$ cat src/rtl/slot_timer_arbiter_pkg.sv
// Shared types and helpers for the slot timer arbiter: FSM states, default
// counter width and the round-robin winner search.
package slot_arb_pkg;

  typedef enum logic [1:0] {IDLE, RUN, DONE} state_t;

  localparam int CNT_W_DEFAULT = 5;

  // Search upward from ptr with wrap at 8. Requests are zero-extended to
  // 8 bits, so empty upper bits make this equal to wrapping at NUM_REQ.
  function automatic logic [2:0] rr_pick(input logic [7:0] req, input logic [2:0] ptr);
    logic [2:0] win;
    logic [2:0] idx;
    logic       found;
    win   = ptr;
    found = 1'b0;
    for (int off = 0; off < 8; off++) begin
      idx = ptr + 3'(off);
      if (!found && req[idx]) begin
        win   = idx;
        found = 1'b1;
      end
    end
    return win;
  endfunction

endpackage

$ cat src/rtl/slot_timer_arbiter_if.sv
// Requester-side bus of the slot timer arbiter. The aborted signal exists
// only when SLOT_ARB_ABORT_EN is defined.
interface slot_timer_arbiter_if #(
  parameter int NUM_REQ = 4,
  parameter int CNT_W   = slot_arb_pkg::CNT_W_DEFAULT
);
  localparam int ID_W = (NUM_REQ > 1) ? $clog2(NUM_REQ) : 1;

  logic [NUM_REQ-1:0]       req;
  logic [NUM_REQ*CNT_W-1:0] len;
  logic [NUM_REQ-1:0]       grant;
  logic                     busy;
  logic [CNT_W-1:0]         cnt_out;
  logic                     done;
  logic [ID_W-1:0]          done_id;
`ifdef SLOT_ARB_ABORT_EN
  logic                     aborted;

  modport master (output req, len,
                  input  grant, busy, cnt_out, done, done_id, aborted);
  modport slave  (input  req, len,
                  output grant, busy, cnt_out, done, done_id, aborted);
`else
  modport master (output req, len,
                  input  grant, busy, cnt_out, done, done_id);
  modport slave  (input  req, len,
                  output grant, busy, cnt_out, done, done_id);
`endif

endinterface

$ cat src/rtl/slot_timer_arbiter_counter.sv
// Loadable, enable-gated down counter that saturates at zero; the shared
// countdown datapath handed out by the slot timer arbiter.
module loadable_down_counter #(
  parameter int W = 5
) (
  input  logic         clk,
  input  logic         reset,
  input  logic         load,
  input  logic [W-1:0] load_val,
  input  logic         en,
  output logic [W-1:0] out,
  output logic         zero
);

  logic [W-1:0] cnt_q, cnt_d;

  always_comb begin
    cnt_d = cnt_q;
    if (load) begin
      cnt_d = load_val;
    end else if (en && (cnt_q != '0)) begin
      cnt_d = cnt_q - W'(1);
    end
  end

  always_ff @(posedge clk) begin
    if (reset) begin
      cnt_q <= '0;
    end else begin
      cnt_q <= cnt_d;
    end
  end

  assign out  = cnt_q;
  assign zero = (cnt_q == '0);

endmodule

$ cat src/rtl/slot_timer_arbiter.sv
// Round-robin time-slot arbiter for one shared down counter. Define
// SLOT_ARB_ABORT_EN to end a slot early when its requester drops req.
module slot_timer_arbiter
  import slot_arb_pkg::*;
#(
  parameter int NUM_REQ = 4,
  parameter int CNT_W   = CNT_W_DEFAULT
) (
  input  logic                 clk,
  input  logic                 reset,
  slot_timer_arbiter_if.slave  bus
);

  localparam int ID_W = (NUM_REQ > 1) ? $clog2(NUM_REQ) : 1;

  state_t             state_q, state_d;
  logic [ID_W-1:0]    winner_q, winner_d;
  logic [ID_W-1:0]    rr_ptr_q, rr_ptr_d;
  logic [NUM_REQ-1:0] grant_q, grant_d;
  logic               busy_q, busy_d;
  logic               done_q, done_d;
  logic [ID_W-1:0]    done_id_q, done_id_d;
`ifdef SLOT_ARB_ABORT_EN
  logic               aborted_q, aborted_d;
`endif

  logic [ID_W-1:0]    pick;
  logic [CNT_W-1:0]   len_sel;
  logic [CNT_W-1:0]   cnt_val;
  logic               cnt_zero;
  logic               load;
  logic               en;
  logic               abort_now;

  assign pick    = ID_W'(rr_pick(8'(bus.req), 3'(rr_ptr_q)));
  assign len_sel = bus.len[pick*CNT_W +: CNT_W];

  loadable_down_counter #(.W(CNT_W)) u_cnt (
    .clk      (clk),
    .reset    (reset),
    .load     (load),
    .load_val (len_sel),
    .en       (en),
    .out      (cnt_val),
    .zero     (cnt_zero)
  );

  always_comb begin
    state_d   = state_q;
    winner_d  = winner_q;
    rr_ptr_d  = rr_ptr_q;
    grant_d   = grant_q;
    busy_d    = busy_q;
    done_d    = 1'b0;
    done_id_d = done_id_q;
`ifdef SLOT_ARB_ABORT_EN
    aborted_d = 1'b0;
    abort_now = !bus.req[winner_q];
`else
    abort_now = 1'b0;
`endif
    load      = 1'b0;
    en        = 1'b0;
    case (state_q)
      IDLE: begin
        grant_d = '0;
        busy_d  = 1'b0;
        if (|bus.req) begin
          state_d  = RUN;
          winner_d = pick;
          grant_d  = {{(NUM_REQ-1){1'b0}}, 1'b1} << pick;
          busy_d   = 1'b1;
          load     = 1'b1;
        end
      end
      RUN: begin
        // Done is registered, so it is raised on the way into DONE.
        if (cnt_zero || abort_now) begin
          state_d   = DONE;
          grant_d   = '0;
          busy_d    = 1'b0;
          done_d    = 1'b1;
          done_id_d = winner_q;
`ifdef SLOT_ARB_ABORT_EN
          aborted_d = abort_now;
`endif
        end else begin
          en = 1'b1;
        end
      end
      DONE: begin
        rr_ptr_d = (winner_q == ID_W'(NUM_REQ-1)) ? '0 : winner_q + 1'b1;
        state_d  = IDLE;
      end
      default: state_d = IDLE;
    endcase
  end

  always_ff @(posedge clk) begin
    if (reset) begin
      state_q   <= IDLE;
      winner_q  <= '0;
      rr_ptr_q  <= '0;
      grant_q   <= '0;
      busy_q    <= 1'b0;
      done_q    <= 1'b0;
      done_id_q <= '0;
`ifdef SLOT_ARB_ABORT_EN
      aborted_q <= 1'b0;
`endif
    end else begin
      state_q   <= state_d;
      winner_q  <= winner_d;
      rr_ptr_q  <= rr_ptr_d;
      grant_q   <= grant_d;
      busy_q    <= busy_d;
      done_q    <= done_d;
      done_id_q <= done_id_d;
`ifdef SLOT_ARB_ABORT_EN
      aborted_q <= aborted_d;
`endif
    end
  end

  assign bus.grant   = grant_q;
  assign bus.busy    = busy_q;
  assign bus.cnt_out = cnt_val;
  assign bus.done    = done_q;
  assign bus.done_id = done_id_q;
`ifdef SLOT_ARB_ABORT_EN
  assign bus.aborted = aborted_q;
`endif

endmodule

$ cat src/flat_wrapper.sv
// flat-port wrapper written by rule: the top's interface ports become plain ports
module slot_timer_arbiter_flat import slot_arb_pkg::*;
#(
  parameter int NUM_REQ = 4,
  parameter int CNT_W   = CNT_W_DEFAULT
)
  (clk, reset, bus_req, bus_len, bus_grant, bus_busy, bus_cnt_out, bus_done, bus_done_id);
  slot_timer_arbiter_if #(.NUM_REQ(NUM_REQ), .CNT_W(CNT_W)) bus_i ();
  input  logic clk;
  input  logic reset;
  input wire logic [$bits(bus_i.req)-1:0] bus_req;
  input wire logic [$bits(bus_i.len)-1:0] bus_len;
  output wire logic [$bits(bus_i.grant)-1:0] bus_grant;
  output wire logic [$bits(bus_i.busy)-1:0] bus_busy;
  output wire logic [$bits(bus_i.cnt_out)-1:0] bus_cnt_out;
  output wire logic [$bits(bus_i.done)-1:0] bus_done;
  output wire logic [$bits(bus_i.done_id)-1:0] bus_done_id;
  assign bus_i.req = bus_req;
  assign bus_i.len = bus_len;
  assign bus_grant = bus_i.grant;
  assign bus_busy = bus_i.busy;
  assign bus_cnt_out = bus_i.cnt_out;
  assign bus_done = bus_i.done;
  assign bus_done_id = bus_i.done_id;
  slot_timer_arbiter #(.NUM_REQ(NUM_REQ), .CNT_W(CNT_W)) u_core (.clk(clk), .reset(reset), .bus(bus_i));
endmodule
$ cat config.mk
export PLATFORM = sky130hd
export DESIGN_NAME = slot_timer_arbiter_flat
export DESIGN_NICKNAME = d
export VERILOG_FILES = /design/src/rtl/slot_timer_arbiter_pkg.sv /design/src/rtl/slot_timer_arbiter_if.sv /design/src/rtl/slot_timer_arbiter_counter.sv /design/src/rtl/slot_timer_arbiter.sv /design/src/flat_wrapper.sv
export SDC_FILE = /design/constraint.sdc
export NUM_CORES = 1
export LEC_CHECK = 0
export ABC_AREA = 1
export BUFFER_PORTS_ARGS = -buffer_cell sky130_fd_sc_hd__clkbuf_2
export CAP_MARGIN = 10
export CORE_MARGIN = 1.5
export CORE_UTILIZATION = 47
export DETAILED_ROUTE_END_ITERATION = 12
export GPL_ROUTABILITY_DRIVEN = 1
export PLACE_DENSITY = 0.8
export SLEW_MARGIN = 20
export SYNTH_ARGS = -nofsm -noshare
export SYNTH_HDL_FRONTEND = slang
export SYNTH_HIERARCHICAL = 1
export SYNTH_SLANG_ARGS = --single-unit
export TNS_END_PERCENT = 100
$ cat constraint.sdc
create_clock -name clk -period 2.37 [get_ports clk]
set_input_delay 0.237 -clock clk [delete_from_list [all_inputs] [get_ports clk]]
set_output_delay 0.237 -clock clk [all_outputs]
set_load 0.03 [all_outputs]
## Word-level counts from Yosys, hierarchy flattened

Index checks and enable logic that the tools add are counted.

| cells by class | value |
|---|---|
| mux-type cells | 46 |
| div/mod/pow operators | 0 |
| shift-type cells | 2 |
| $add $sub $neg | 9 |
| equal/unequal tests | 5 |
| bitwise logic cells | 1 |
| $lt $le $gt $ge | 8 |
| multiply operators | 1 |
| reduce and logical (&&, ||, !) cells | 26 |

Operator list:

| kind | number |
|---|---|
| $lt 3x4->1 const B | 7 |
| $bmux 1 s3 | 7 |
| $mux 1 | 21 |
| $mux 2 | 10 |
| $shiftx 20x6->5 | 1 |
| $add 2x3->3 const B | 4 |
| $mux 5 | 2 |
| $logic_and 1x1->1 | 8 |
| $mux 4 | 2 |
| $pmux 4 s2 | 1 |
| $reduce_and 2->1 | 4 |
| $logic_not 1->1 | 7 |
| $add 2x2->3 const B | 2 |
| $logic_not 5->1 | 1 |
| $mul 2x3->5 const B | 1 |
| $reduce_bool 5->1 | 1 |
| $sub 5x1->5 const B | 1 |
| $eq 2x2->1 const B | 2 |
| $lt 2x4->1 const B | 1 |
| $ne 2x1->1 const B | 2 |
| $pmux 2 s2 | 1 |
| $reduce_bool 2->1 | 2 |
| $reduce_or 4->1 | 1 |
| $shl 1x2->4 const A | 1 |
| 8 further kinds | 8 |

| storage, ports and cells | value |
|---|---|
| logic and storage cells | 106 |
| bits in writable memories | 0 |
| bits of input ports | 26 |
| flip-flop bits (word level) | 19 |
| memories kept | 0 |
| bits in read-only memories | 0 |
| latch bits | 0 |
| output and inout port bits | 13 |

## Logic depth before layout (Yosys ltp)

| depth | value |
|---|---|
| word-level depth | 27 |
| mapped depth | 20 |
| gate-level depth less buffers | 20 |

## Cells and area by module

Netlist, hierarchy kept.

Modules (own cells, without submodules):

| module | seq. area each (µm²) | area each (µm²) | cells an instance | instances |
|---|---|---|---|---|
| slot_timer_arbiter | 280.3 | 1,043.5 | 168 | 1 |
| loadable_down_counter | 100.1 | 347.8 | 58 | 1 |

## Worst setup path before layout

No wires, ideal clock.

| timing path | value |
|---|---|
| path kind | flip-flop to flip-flop |
| start | register u_core.rr_ptr_q[0] |
| end | register u_core.u_cnt.cnt_q[1] (netlist: u_core/u_cnt/out[1]) |
| arrival time | 2.277 ns |
| library setup time | 0.115 ns |
| path buffers | 1 |
| stages on the path, launching flop included | 20 |
| clock period less this slack | 2.392 ns |
| slack | -0.022 ns |
| data required time | 2.255 ns |
| path through | dfxtp_1 -> inv_2 -> ha_1 -> inv_2 -> nand3_1 -> nand3_2 -> inv_2 -> nor2_2 -> nand3_2 -> nand3_1 -> nand2_1 -> nand2_4 -> buf_6 -> nand2_1 -> o211ai_1 -> nand2_1 -> nand2_1 -> o21ai_0 -> a21oi_1 -> nor2_1 |

| between the ends | value |
|---|---|
| longest elaborated chain between the ends | 27 |
| elaborated cells between the ends (all ways) | 54 |
| classes of those cells | add/sub (7); mul (1); shift (1); mux (31); reduce/logical (14) |

Ends and longest elaborated chain:

| element | RTL line | text |
|---|---|---|
| from (decl) | slot_timer_arbiter.sv:18 | `logic [ID_W-1:0] rr_ptr_q, rr_ptr_d;` |
| from (signal assigned) | slot_timer_arbiter.sv:114 | `rr_ptr_q <= rr_ptr_d;` |
| branches (longest 23 deep; another with $add 2x1->3) | -- |  |
| $mux 2 (*) | slot_timer_arbiter_pkg.sv:19 | `if (!found && req[idx]) begin` |
| $mul 2x3->5 (*) | slot_timer_arbiter.sv:36 | `assign len_sel = bus.len[pick*CNT_W +: CNT_W];` |
| $shiftx 20x6->5 (*) | slot_timer_arbiter.sv:36 |  |
| via u_core.len_sel[1] | slot_timer_arbiter.sv:28 | `logic [CNT_W-1:0] len_sel;` |
| $mux 5 (*) | slot_timer_arbiter_counter.sv:19 | `if (load) begin` |
| to (signal assigned) | slot_timer_arbiter_counter.sv:30 | `cnt_q <= cnt_d;` |
| to (decl) | slot_timer_arbiter_counter.sv:15 | `logic [W-1:0] cnt_q, cnt_d;` |

Mark *: on every way through the listed nets, which the timed path passes. The select of a mux whose other input is x is not followed.
A chain may end at the register's enable or synchronous reset.

## Worst setup path after layout

Same ends and word-level chain as after synthesis.

==> results.json <==
{
  "dieWidth_microns": 57.4,
  "synth_top_family_by_area": "simple AND/OR/NAND/NOR gates",
  "setup_tns_ps": 0,
  "rsz0062_at_grt": "yes",
  "cts-root-buf": "clkbuf_4",
  "synth.avg_cell_area_sq_um": 6.16,
  "startpoint_type": "flip-flop",
  "stdcell_area_sq_mm": 0.00184,
  "relSlewSlack_pct": 75.0,
  "routed_wl_microns": 3380,
  "final-seq-area_sq_um": 383,
  "synthDistinctLibCells": 26,
  "p_total_mw": 1.96,
  "worstPathRequired_ps": 2580,
  "place_area_sq_mm": 0.00168,
  "slew_viol_final": 0,
  "synth_edf_count": 0,
  "clk_pin_slew_ps": 110,
  "cellPowerDensity_mw_per_mm2": 1070,
  "critPathKind": "flip-flop to flip-flop",
  "n_antenna_cell": 0,
  "timing.fmax_ghz": 0.436,
  "n_fill_cell": 271,
  "cts.sinks": 19,
  "vias": 1583,
  "grt_pass1_vias": 1361,
  "dr.pass1.iters": 4,
  "p_int_uw": 965,
  "area_growth_pct": 31.9,
  "core_area_sq_mm": 0.00278,
  "multi_input_area_sq_um": 958,
  "end_kind": "flip-flop",
  "ys_ff_latch": 19,
  "hold_depth": 2,
  "seqPwrFrac_pct": 24.6,
  "fin_skew_ps": 1.73,
  "htreeDepth": 1,
  "die_y_microns": 57.4,
  "hold_viol": 0,
  "antenna_found_initial": 0,
  "dp_hpwl_microns": 2570,
  "clk_latency_ps": 300,
  "path_max_fanout": 7,
  "min_period_ps": 2290,
  "layout.nets": 311,
  "r2r_setup_slack_ps": 80,
  "synth_fa_ha_area_share_pct": 3.60,
  "die_area_sq_mm": 0.00330,
  "drt_iter0_markers": 67,
  "timing.rr.start": "u_core/rr_ptr_q[0]$_SDFFE_PP0N_",
  "synth_xor_area_share_pct": 0,
  "crit_arrival_ps": 2500,
  "min_path_type": "primary input to flip-flop",
  "ff2ff_path_depth": 18,
  "period_share_pct": 96.7,
  "ant_nets": 0,
  "min_to": "u_core/bus.grant[2]$_SDFFE_PP0P_",
  "netSwitchingFraction_pct": 50.7,
  "status": "finished clean",
  "grt_max_degree": 17,
  "syn_inst": 226,
  "timing.rr.end": "u_core/u_cnt/out[1]$_SDFFE_PP0P_",
  "ys_async_sr_fraction_pct": 0,
  "viasPerCell": 5.09,
  "cts_hold_buf": 0,
  "netlist_area_sq_mm": 0.00139,
  "pwr-share-clk_pct": 8.5,
  "numCtsBuffers": 3,
  "grt_first_pass_wirelength_microns": 5690,
  "num_rows": 19,
  "power_leakage_nw": 0.970,
  "synth-simple-area-share_pct": 46.9,
  "clockBufferDepth": 2,
  "gp_congestion": 0.873,
  "ys_warn_count": 6,
  "synth_ff_type": "dfxtp_1",
  "holdCritStartpoint": "reset",
  "overflow": 0,
  "max_slew.worst_pin.slew_ps": 374,
  "cts_tree": "yes",
  "pwr-share-comb_pct": 66.9,
  "setup_viol": 0,
  "initial_core_util_pct": 50.0,
  "max-cap-violations": 0,
  "synthMuxAreaShare_pct": 0,
  "worst_ir_drop_vdd_mv": 1.06,
  "drive_above_1_share_pct": 34.6,
  "synth_compound_area_share_pct": 12.7,
  "grt_usage_pct": 21.4,
  "drc": 0,
  "avgRoutedWirePerCell_microns": 10.9,
  "yosysSeqAreaShare_pct": 27.3,
  "io_buffers": 38,
  "ios": 39,
  "p_sw_uw": 993,
  "synth_fp_nets": 256
}
-- synth_stat cells (2+ instances only) --
master | instances | area (sq um)
a21oi_1 | 12 | 60.1
dfxtp_1 | 19 | 380
ha_1 | 4 | 50.1
inv_1 | 23 | 86.3
inv_2 | 5 | 18.8
nand2_1 | 70 | 263
nand2_2 | 5 | 31.3
nand2_4 | 2 | 22.5
nand3_1 | 19 | 95.1
nand3_2 | 5 | 50.1
nand4_1 | 5 | 31.3
nor2_1 | 30 | 113
nor2_2 | 3 | 18.8
nor3_1 | 2 | 10.0
o211ai_1 | 6 | 45.0
o21ai_0 | 6 | 30.0
-- registers in the layout, indices dropped and copies added, names as in the netlist --
| name | cells |
|---|---|
| u_core/rr_ptr_q | 2 |
| u_core/state_q | 2 |
| u_core/bus.done_id | 2 |
| u_core/bus.done | 1 |
| u_core/u_cnt/out | 5 |
| u_core/bus.busy | 1 |
| u_core/winner_q | 2 |
| u_core/bus.grant | 4 |
-- layout by cell type (no fill, tap or decap), drive strengths merged --
cell type and instances:
nand2 77, clkbuf 41, nor2 34, inv 28, nand3 24, dfxtp 19
buf 16, a21oi 14, o21ai 7, o211ai 6, nand4 5, ha 4
nor3 2, clkinv 1, nor4 1, o21bai 1
-- cell type report --
cell class	count	area share, %
sequential	19	20.9
multi-input combinational	175	52.2
inverter	28	6.00
clock inverter	1	0.273
clock buffer	3	1.23
timing repair buffer	54	17.3
tap	31	2.11
-- cell families (layout without fill, tap and decap cells) --
group | Yosys count | in the layout
simple gates | 143 | 143
buf+inv | 32 | 86
compound gates | 28 | 28
flops | 19 | 19
fa+ha+maj | 4 | 4
-- per-layer routing --
layer	up-vias	wire length [microns]	track usage (%)
met1	712	1570	28.4
met2	36	1650	36.2
met5	-	0	0
met4	0	17	6.31
met3	2	147	2.72
li1	833	-	-
-- worst max-delay path, stage by stage, from the launching register on --
cell      delay [ps]
dfxtp_2          350
inv_2             50
ha_4             300
inv_4             50
nand3_2           70
nand3_2           90
nand2_2          120
nor2_2            50
nor2_2           130
nand4_1          150
nand2_4          170
buf_4            140
nand2_1           40
o211ai_1          80
nand2_1           70
nand2_1           60
o21ai_0           80
a21oi_1          130
nor2_1            60
-- timing repair --
action,4_1_cts,5_1_grt
pin swaps,1,16
setup buffers,0,5
endpoints found under the setup margin,1,5
resized for setup,2,21
-- power by group through the flow --
stage	combinational (mW)	sequential, mW	clock (mW)
after floorplan	0.751	0.609	0
after global placement	1.16	0.486	0
after detailed placement	1.18	0.487	0
after CTS	1.19	0.480	0.178
after global routing	1.45	0.493	0.188
final	1.31	0.482	0.167
-- metrics by stage --
stage	setup slack [ps]	util, %	std cells	hold slack [ps]
2_1_floorplan	9.45	-	226	381
3_3_place_gp	73.1	60.3	302	451
3_5_place_dp	9.41	60.3	302	454
4_1_cts	57.9	61.9	306	297
5_1_grt	-93.9	66.0	311	307
6_report	77.8	66.0	311	302
-- how the worst max path moves through the flow --
stage | startpoint | end | cells past startpoint
2_1_floorplan | u_core/rr_ptr_q[0]$_SDFFE_PP0N_ | u_core/u_cnt/out[1]$_SDFFE_PP0P_ | 18
3_3_place_gp | u_core/rr_ptr_q[1]$_SDFFE_PP0N_ | u_core/u_cnt/out[0]$_SDFFE_PP0P_ | 18
3_5_place_dp | u_core/rr_ptr_q[1]$_SDFFE_PP0N_ | u_core/u_cnt/out[0]$_SDFFE_PP0P_ | 16
4_1_cts | u_core/rr_ptr_q[1]$_SDFFE_PP0N_ | u_core/u_cnt/out[0]$_SDFFE_PP0P_ | 18
5_1_grt | u_core/rr_ptr_q[1]$_SDFFE_PP0N_ | u_core/u_cnt/out[0]$_SDFFE_PP0P_ | 18
6_report | u_core/rr_ptr_q[0]$_SDFFE_PP0N_ | u_core/u_cnt/out[1]$_SDFFE_PP0P_ | 18
Power figures use the tool's default switching activity.
